**config.mk**
```make
export PLATFORM = sky130hd
export DESIGN_NAME = vga_timing_controller
export DESIGN_NICKNAME = d
export VERILOG_FILES = /design/src/rtl/vga_pkg.sv /design/src/rtl/vga_pixel_div.sv /design/src/rtl/vga_timing_controller.sv
export SDC_FILE = /design/constraint.sdc
export NUM_CORES = 1
export LEC_CHECK = 0
export ABC_AREA = 1
export BUFFER_PORTS_ARGS = -buffer_cell sky130_fd_sc_hd__buf_2
export CAP_MARGIN = 5
export CORE_UTILIZATION = 56
export CTS_CLUSTER_DIAMETER = 120
export DETAILED_ROUTE_END_ITERATION = 12
export HOLD_SLACK_MARGIN = 0.08
export PLACE_DENSITY = 0.82
export SETUP_SLACK_MARGIN = 0.5
export SLEW_MARGIN = 20
export SYNTH_ARGS = -nofsm -noshare
export SYNTH_HDL_FRONTEND = slang
export SYNTH_SLANG_ARGS = --single-unit
export TNS_END_PERCENT = 20
```
**constraint.sdc**
```tcl
create_clock -name clk -period 2.03 [get_ports clk]
set_clock_uncertainty 0.2 [all_clocks]
set_input_delay 0.3045 -clock clk [delete_from_list [all_inputs] [get_ports clk]]
set_output_delay 0.3045 -clock clk [all_outputs]
set_load 0.02 [all_outputs]
```
**src/rtl/vga_pkg.sv**
```systemverilog
// Shared VGA 640x480@60 timing constants and the coordinate type used by the
// timing controller and the downstream video generator.
package vga_pkg;

    typedef logic [9:0] coord_t;

    localparam int DEF_CLK_DIV  = 2;
    localparam int DEF_H_ACTIVE = 640;
    localparam int DEF_H_FP     = 16;
    localparam int DEF_H_SYNC   = 96;
    localparam int DEF_H_BP     = 48;
    localparam int DEF_V_ACTIVE = 480;
    localparam int DEF_V_FP     = 10;
    localparam int DEF_V_SYNC   = 2;
    localparam int DEF_V_BP     = 33;

    localparam int H_TOTAL      = DEF_H_ACTIVE + DEF_H_FP + DEF_H_SYNC + DEF_H_BP;
    localparam int V_TOTAL      = DEF_V_ACTIVE + DEF_V_FP + DEF_V_SYNC + DEF_V_BP;
    localparam int H_SYNC_START = DEF_H_ACTIVE + DEF_H_FP;
    localparam int H_SYNC_END   = H_SYNC_START + DEF_H_SYNC;
    localparam int V_SYNC_START = DEF_V_ACTIVE + DEF_V_FP;
    localparam int V_SYNC_END   = V_SYNC_START + DEF_V_SYNC;

    // Half-open window test [lo, hi) on an unsigned 10-bit coordinate.
    function automatic logic in_range(input coord_t val, input int lo, input int hi);
        return (val >= coord_t'(lo)) && (val < coord_t'(hi));
    endfunction

endpackage

```
**src/rtl/vga_pixel_div.sv**
```systemverilog
// Pixel clock-enable generator: one-clk pix_en strobe and a 50% duty vga_clk
// for the DAC, both registered from a wrapping divide-by-CLK_DIV counter.
module vga_pixel_div #(
    parameter int CLK_DIV = 2
) (
    input  logic clk,
    input  logic rst_n,
    output logic pix_en_o,
    output logic vga_clk_o
);

    localparam int DW = (CLK_DIV > 2) ? $clog2(CLK_DIV) : 1;
    localparam logic [DW-1:0] DIV_LAST = DW'(CLK_DIV - 1);
    localparam logic [DW-1:0] DIV_HALF = DW'(CLK_DIV / 2);

    logic [DW-1:0] div_q, div_d;
    logic          pix_en_q, pix_en_d;
    logic          vga_clk_q, vga_clk_d;

    // Next divider count and the decodes that will be valid alongside it.
    always_comb begin
        if (div_q == DIV_LAST) begin
            div_d = '0;
        end else begin
            div_d = div_q + DW'(1);
        end
        pix_en_d  = (div_d == DIV_LAST);
        vga_clk_d = (div_d >= DIV_HALF);
    end

    // Divider state and registered strobes.
    always_ff @(posedge clk or negedge rst_n) begin
        if (!rst_n) begin
            div_q     <= '0;
            pix_en_q  <= 1'b0;
            vga_clk_q <= 1'b0;
        end else begin
            div_q     <= div_d;
            pix_en_q  <= pix_en_d;
            vga_clk_q <= vga_clk_d;
        end
    end

    assign pix_en_o  = pix_en_q;
    assign vga_clk_o = vga_clk_q;

endmodule

```
**src/rtl/vga_timing_controller.sv**
```systemverilog
// VGA raster timing generator (x/y counters, syncs, blanking, frame strobe).
// Optional macro VGA_SYNC_DELAY_EN delays hsync/vsync/blank_n by one pixel.
module vga_timing_controller
    import vga_pkg::*;
#(
    parameter int CLK_DIV  = DEF_CLK_DIV,
    parameter int H_ACTIVE = DEF_H_ACTIVE,
    parameter int H_FP     = DEF_H_FP,
    parameter int H_SYNC   = DEF_H_SYNC,
    parameter int H_BP     = DEF_H_BP,
    parameter int V_ACTIVE = DEF_V_ACTIVE,
    parameter int V_FP     = DEF_V_FP,
    parameter int V_SYNC   = DEF_V_SYNC,
    parameter int V_BP     = DEF_V_BP
) (
    input  logic   clk,
    input  logic   rst_n,
    output coord_t x,
    output coord_t y,
    output logic   hsync,
    output logic   vsync,
    output logic   blank_n,
    output logic   sync_n,
    output logic   vga_clk,
    output logic   pix_en,
    output logic   frame_start
);

    localparam int H_TOT  = H_ACTIVE + H_FP + H_SYNC + H_BP;
    localparam int V_TOT  = V_ACTIVE + V_FP + V_SYNC + V_BP;
    localparam int HS_BEG = H_ACTIVE + H_FP;
    localparam int HS_END = HS_BEG + H_SYNC;
    localparam int VS_BEG = V_ACTIVE + V_FP;
    localparam int VS_END = VS_BEG + V_SYNC;

    if ((H_TOT > 1024) || (V_TOT > 1024) || (CLK_DIV < 2) || ((CLK_DIV % 2) != 0)) begin : g_param_chk
        $error("vga_timing_controller: totals must be <= 1024 and CLK_DIV even and >= 2");
    end

    coord_t h_q, h_d, v_q, v_d, h_nxt_s, v_nxt_s;
    logic   h_wrap_s, pix_en_s, vga_clk_s;
    logic   hsync_q, hsync_d, vsync_q, vsync_d;
    logic   blank_n_q, blank_n_d, frame_start_q, frame_start_d;

    vga_pixel_div #(
        .CLK_DIV (CLK_DIV)
    ) u_pixel_div (
        .clk       (clk),
        .rst_n     (rst_n),
        .pix_en_o  (pix_en_s),
        .vga_clk_o (vga_clk_s)
    );

    // Raster advance and decodes; decodes use the post-advance position so they line up with x/y.
    always_comb begin
        h_wrap_s = (h_q == coord_t'(H_TOT - 1));
        if (h_wrap_s) begin
            h_nxt_s = 10'd0;
            if (v_q == coord_t'(V_TOT - 1)) begin
                v_nxt_s = 10'd0;
            end else begin
                v_nxt_s = v_q + 10'd1;
            end
        end else begin
            h_nxt_s = h_q + 10'd1;
            v_nxt_s = v_q;
        end

        h_d           = h_q;
        v_d           = v_q;
        hsync_d       = hsync_q;
        vsync_d       = vsync_q;
        blank_n_d     = blank_n_q;
        frame_start_d = 1'b0;
        if (pix_en_s) begin
            h_d           = h_nxt_s;
            v_d           = v_nxt_s;
            hsync_d       = !in_range(h_nxt_s, HS_BEG, HS_END);
            vsync_d       = !in_range(v_nxt_s, VS_BEG, VS_END);
            blank_n_d     = (h_nxt_s < coord_t'(H_ACTIVE)) && (v_nxt_s < coord_t'(V_ACTIVE));
            frame_start_d = (h_nxt_s == 10'd0) && (v_nxt_s == 10'd0);
        end else begin
            frame_start_d = 1'b0;
        end
    end

    // Raster position and decode registers.
    always_ff @(posedge clk or negedge rst_n) begin
        if (!rst_n) begin
            h_q           <= 10'd0;
            v_q           <= 10'd0;
            hsync_q       <= 1'b1;
            vsync_q       <= 1'b1;
            blank_n_q     <= 1'b0;
            frame_start_q <= 1'b0;
        end else begin
            h_q           <= h_d;
            v_q           <= v_d;
            hsync_q       <= hsync_d;
            vsync_q       <= vsync_d;
            blank_n_q     <= blank_n_d;
            frame_start_q <= frame_start_d;
        end
    end

`ifdef VGA_SYNC_DELAY_EN
    logic hsync_dly_q, vsync_dly_q, blank_n_dly_q;

    // One-pixel delay matching the generator's registered ROM latency.
    always_ff @(posedge clk or negedge rst_n) begin
        if (!rst_n) begin
            hsync_dly_q   <= 1'b1;
            vsync_dly_q   <= 1'b1;
            blank_n_dly_q <= 1'b0;
        end else if (pix_en_s) begin
            hsync_dly_q   <= hsync_q;
            vsync_dly_q   <= vsync_q;
            blank_n_dly_q <= blank_n_q;
        end else begin
            hsync_dly_q   <= hsync_dly_q;
            vsync_dly_q   <= vsync_dly_q;
            blank_n_dly_q <= blank_n_dly_q;
        end
    end

    assign hsync   = hsync_dly_q;
    assign vsync   = vsync_dly_q;
    assign blank_n = blank_n_dly_q;
`else
    assign hsync   = hsync_q;
    assign vsync   = vsync_q;
    assign blank_n = blank_n_q;
`endif

    assign x           = h_q;
    assign y           = v_q;
    assign sync_n      = 1'b0;
    assign vga_clk     = vga_clk_s;
    assign pix_en      = pix_en_s;
    assign frame_start = frame_start_q;

endmodule

```
==> flow_results.xml <==
<?xml version="1.0" encoding="UTF-8"?>
<metrics>
  <group name="place">
    <metric name="buffer_ports.inserted" unit="">27</metric>
    <metric name="place.gp.congestion" unit="">1.02</metric>
    <metric name="dpl.cell_count" unit="">333</metric>
    <metric name="hpwlAfterDp" unit="mm">3.28</metric>
  </group>
  <group name="logic_synthesis">
    <metric name="synth.yosys.seq_area_share" unit="">0.354</metric>
    <metric name="synthDistinctLibCells" unit="">32</metric>
    <metric name="synth.top_cell.area_share" unit="">0.324</metric>
    <metric name="syn_nets" unit="">268</metric>
    <metric name="synth_enable_flop_cells" unit="">0</metric>
    <metric name="async_reset_ff_frac" unit="">1.00</metric>
    <metric name="synth.cell_area" unit="mm2">0.00177</metric>
    <metric name="postSynthRegisterBits" unit="">25</metric>
    <metric name="yosys-top-cells-count" unit="">sky130_fd_sc_hd__nand2_1 (85), sky130_fd_sc_hd__inv_1 (34), sky130_fd_sc_hd__nand3_1 (28)</metric>
    <metric name="synth_top_area_cell" unit="">sky130_fd_sc_hd__dfrtp_1</metric>
    <metric name="syn_avg_cell_area" unit="um2">6.77</metric>
    <metric name="ys_warn_count" unit="">0</metric>
    <metric name="synth_instances" unit="">262</metric>
    <metric name="ys_dominant_reg_cell" unit="">sky130_fd_sc_hd__dfrtp_1</metric>
    <metric name="synthTopCellsByArea" unit="">sky130_fd_sc_hd__dfrtp_1 (32%), sky130_fd_sc_hd__nand2_1 (18%), sky130_fd_sc_hd__nand3_1 (7.9%)</metric>
    <metric name="synth_most_common_cell" unit="">sky130_fd_sc_hd__nand2_1</metric>
  </group>
  <group name="sta">
    <metric name="final_hold_viol_count" unit="">0</metric>
    <metric name="max_freq" unit="GHz">0.504</metric>
    <metric name="post-route-min-period" unit="ns">1.98</metric>
    <metric name="final_setup_violations" unit="">0</metric>
    <metric name="slew_headroom" unit="">0.569</metric>
    <metric name="unrepaired_setup_endpoints_after_global_routing" unit="">yes</metric>
    <metric name="share_of_the_clock_period_used_by_the_worst_path_after_layout" unit="">0.977</metric>
    <metric name="setup-tns-final" unit="ns">0</metric>
    <metric name="number_of_pins_exceeding_their_max_slew_limit_in_the_final_report" unit="">0</metric>
    <metric name="max_slew.worst_pin.slew" unit="ns">0.646</metric>
  </group>
  <group name="detailed_routing">
    <metric name="ant_nets" unit="">0</metric>
    <metric name="totalWireLength" unit="mm">4.87</metric>
    <metric name="avgRoutedWirePerCell" unit="um">14.0</metric>
    <metric name="vias_per_cell" unit="">5.48</metric>
    <metric name="drt_drc_violations_left" unit="">0</metric>
    <metric name="starting_drt_drc_count" unit="">130</metric>
    <metric name="drt_pass1_iterations" unit="">5</metric>
    <metric name="routed-via-count" unit="">1901</metric>
  </group>
  <group name="critical_path">
    <metric name="crit-reg2reg-launch" unit="">x[1]</metric>
    <metric name="cp-start-kind" unit="">register</metric>
    <metric name="path_cells" unit="">ha_4 -&gt; nand2_4 -&gt; nor2_4 -&gt; nand3_2 -&gt; nor2_4 -&gt; nand4_1 -&gt; nand3_2 -&gt; a21oi_1 -&gt; nand2_1 -&gt; nand2_1</metric>
    <metric name="worst-r2r-cell-count" unit="">10</metric>
    <metric name="crit_type" unit="">register to register</metric>
    <metric name="cp_data_arrival_time" unit="ns">2.01</metric>
    <metric name="crit_start" unit="">x[1]</metric>
    <metric name="crit_slowest_cell" unit="">sky130_fd_sc_hd__dfrtp_2</metric>
    <metric name="critical_path.endpoint_type" unit="">register</metric>
    <metric name="regToRegSetupSlack" unit="ns">0.05</metric>
    <metric name="crit-reg2reg-capture" unit="">blank_n</metric>
    <metric name="cpPeakStageDelay" unit="ns">0.42</metric>
    <metric name="cp_max_fo" unit="">5</metric>
    <metric name="worst-endpoint-required" unit="ns">2.06</metric>
  </group>
  <group name="clocking">
    <metric name="cts-root-buf" unit="">sky130_fd_sc_hd__clkbuf_4</metric>
    <metric name="clock_latency" unit="ns">0.33</metric>
    <metric name="clock_tree_from_tritoncts" unit="">built</metric>
    <metric name="cts_buffer_depth" unit="">2</metric>
    <metric name="clk_pin_slew_worst_paths" unit="ns">0.16</metric>
    <metric name="cts.sink_count" unit="">25</metric>
    <metric name="cts.htree.levels" unit="">1</metric>
    <metric name="cts_buffers" unit="">3</metric>
  </group>
  <group name="global_routing">
    <metric name="initial_antenna_violation_count" unit="">0</metric>
    <metric name="pin_count_of_the_biggest_net_entering_global_routing" unit="">26</metric>
    <metric name="grt_usage" unit="">0.293</metric>
    <metric name="grt_pass1_wl" unit="mm">7.57</metric>
    <metric name="grt_pass1_vias" unit="">1652</metric>
    <metric name="overflow" unit="">0</metric>
  </group>
  <group name="floorplanning">
    <metric name="floorplan.io_pins" unit="">29</metric>
    <metric name="effective_utilization_at_floorplan" unit="">0.586</metric>
    <metric name="die_height" unit="um">58.3</metric>
    <metric name="coreArea" unit="mm2">0.00303</metric>
    <metric name="fp.dieArea" unit="mm2">0.00340</metric>
    <metric name="chipWidth" unit="um">58.3</metric>
    <metric name="num_rows" unit="">20</metric>
  </group>
  <group name="finish">
    <metric name="layout-area-overhead-vs-synth" unit="%">30.7</metric>
    <metric name="n_antenna_cell" unit="">0</metric>
    <metric name="post_layout_nonfiller_instances" unit="">347</metric>
    <metric name="filler_cell_count" unit="">225</metric>
    <metric name="layout-drive-gt1-share" unit="">0.350</metric>
    <metric name="area_of_all_sequential_standard_cells" unit="um2">642</metric>
    <metric name="final_nets" unit="">310</metric>
    <metric name="multi_input_area" unit="mm2">0.00113</metric>
  </group>
  <group name="flow_run">
    <metric name="max_cap_violations" unit="">0</metric>
  </group>
  <group name="power">
    <metric name="pwr_per_cell_area" unit="mW/mm2">323</metric>
    <metric name="power.ir.vdd_worst" unit="mV">0.255</metric>
    <metric name="p_leak" unit="nW">1.17</metric>
  </group>
  <group name="outcome">
    <metric name="status" unit="">complete, no violations</metric>
  </group>
  <group name="hold_path">
    <metric name="min-delay-path-class" unit="">input port to async pin</metric>
  </group>
</metrics>
==> cell usage in the layout, fill, tap and decap left out, types with 2 or more instances in the layout <==
cell / n
sky130_fd_sc_hd__dfrtp_1: 12
sky130_fd_sc_hd__dfstp_2: 2
sky130_fd_sc_hd__buf_4: 14
sky130_fd_sc_hd__inv_2: 4
sky130_fd_sc_hd__nor2_4: 6
sky130_fd_sc_hd__nand3_1: 18
sky130_fd_sc_hd__dfrtp_2: 11
sky130_fd_sc_hd__clkbuf_4: 3
sky130_fd_sc_hd__buf_6: 12
sky130_fd_sc_hd__nand3_2: 10
sky130_fd_sc_hd__nor2_1: 18
sky130_fd_sc_hd__nand2_2: 7
sky130_fd_sc_hd__nand2_4: 3
sky130_fd_sc_hd__xor2_1: 2
sky130_fd_sc_hd__ha_1: 2
sky130_fd_sc_hd__o21ai_0: 14
sky130_fd_sc_hd__a21oi_1: 3
sky130_fd_sc_hd__o21a_1: 2
sky130_fd_sc_hd__o21ai_1: 3
sky130_fd_sc_hd__nor2_2: 6
sky130_fd_sc_hd__buf_2: 17
sky130_fd_sc_hd__nand4_1: 7
sky130_fd_sc_hd__nand2_1: 79
sky130_fd_sc_hd__inv_1: 31
==> what timing repair did <==
action,CTS,global route
pin swaps,5,11
endpoints found under the setup margin,37,46
gates resized for setup,10,53
setup buffers,7,2
endpoints found under the hold margin,23,0
hold buffers,1,0
==> final cells by class <==
type	instances	share of cell area
tap	44	0.0237
timing repair buffer	44	0.145
inverter	35	0.0566
clock inverter	1	0.00324
sequential	25	0.277
clock buffer	3	0.00971
multi-input combinational	195	0.485
==> per-layer routing <==
layer	vias to the layer above	global-route usage	routed length, um
met3	17	0.0335	324
met1	875	0.442	2200
met2	98	0.422	2210
li1	911	-	-
met4	0	0.133	136
met5	-	0	0
==> critical path: cells and delay by family (launching register included) <==
kind | cells | cell delay (ns)
AO/OA/AOI/OAI | 1 | 0.05
flip-flops | 1 | 0.42
AND/OR/NAND/NOR | 8 | 1.04
adder cells (fa/ha/maj) | 1 | 0.16
==> kinds of logic (layout without fill, tap and decap cells) <==
kind of cell	after synthesis	count (layout)	share of synthesized area
simple gates	161	161	0.426
buf+inv	42	83	0.0938
compound gates	26	26	0.0811
flops	25	25	0.354
fa+ha+maj	4	4	0.0282
xor+xnor	3	3	0.0148
other cells	1	1	0.00211
==> registers in the layout, indices dropped and copies added, names as in the netlist <==
name / count
hsync: 1
vsync: 1
blank_n: 1
y: 10
frame_start: 1
x: 10
u_pixel_div.pix_en_o: 1
==> worst max-delay path by stage <==
stage                    to  slack, ns  cells after the start
floorplan           blank_n       0.17                     12
global route        blank_n      -0.05                      9
detailed placement  blank_n       0.03                     12
global placement    blank_n       0.07                     12
CTS                 blank_n       0.12                     10
finish              blank_n       0.05                     10
==> report_power, final <==
group / leakage [nW] / total (W) / internal, W / switching, W
Clock: 0.0139 / 0.000239 / 0.0000755 / 0.000164
Sequential: 0.307 / 0.000498 / 0.000498 / 0
Combinational: 0.850 / 0.0000130 / 0.00000194 / 0.0000111
==> through the flow <==
stage	hold slack, ns	instance area, um2	power (W)	utilization	setup slack (ns)
CTS	0.298	2140	0.000757	0.708	0.121
finish	0.265	2320	0.000750	0.766	0.0463
global route	0.325	2320	0.000773	0.766	-0.0477
global placement	0.128	2020	0.000520	0.667	0.0724
detailed placement	0.134	2020	0.000520	0.667	0.0326
floorplan	-0.191	1810	0.000511	-	0.173
(Power assumes the default switching activity.)
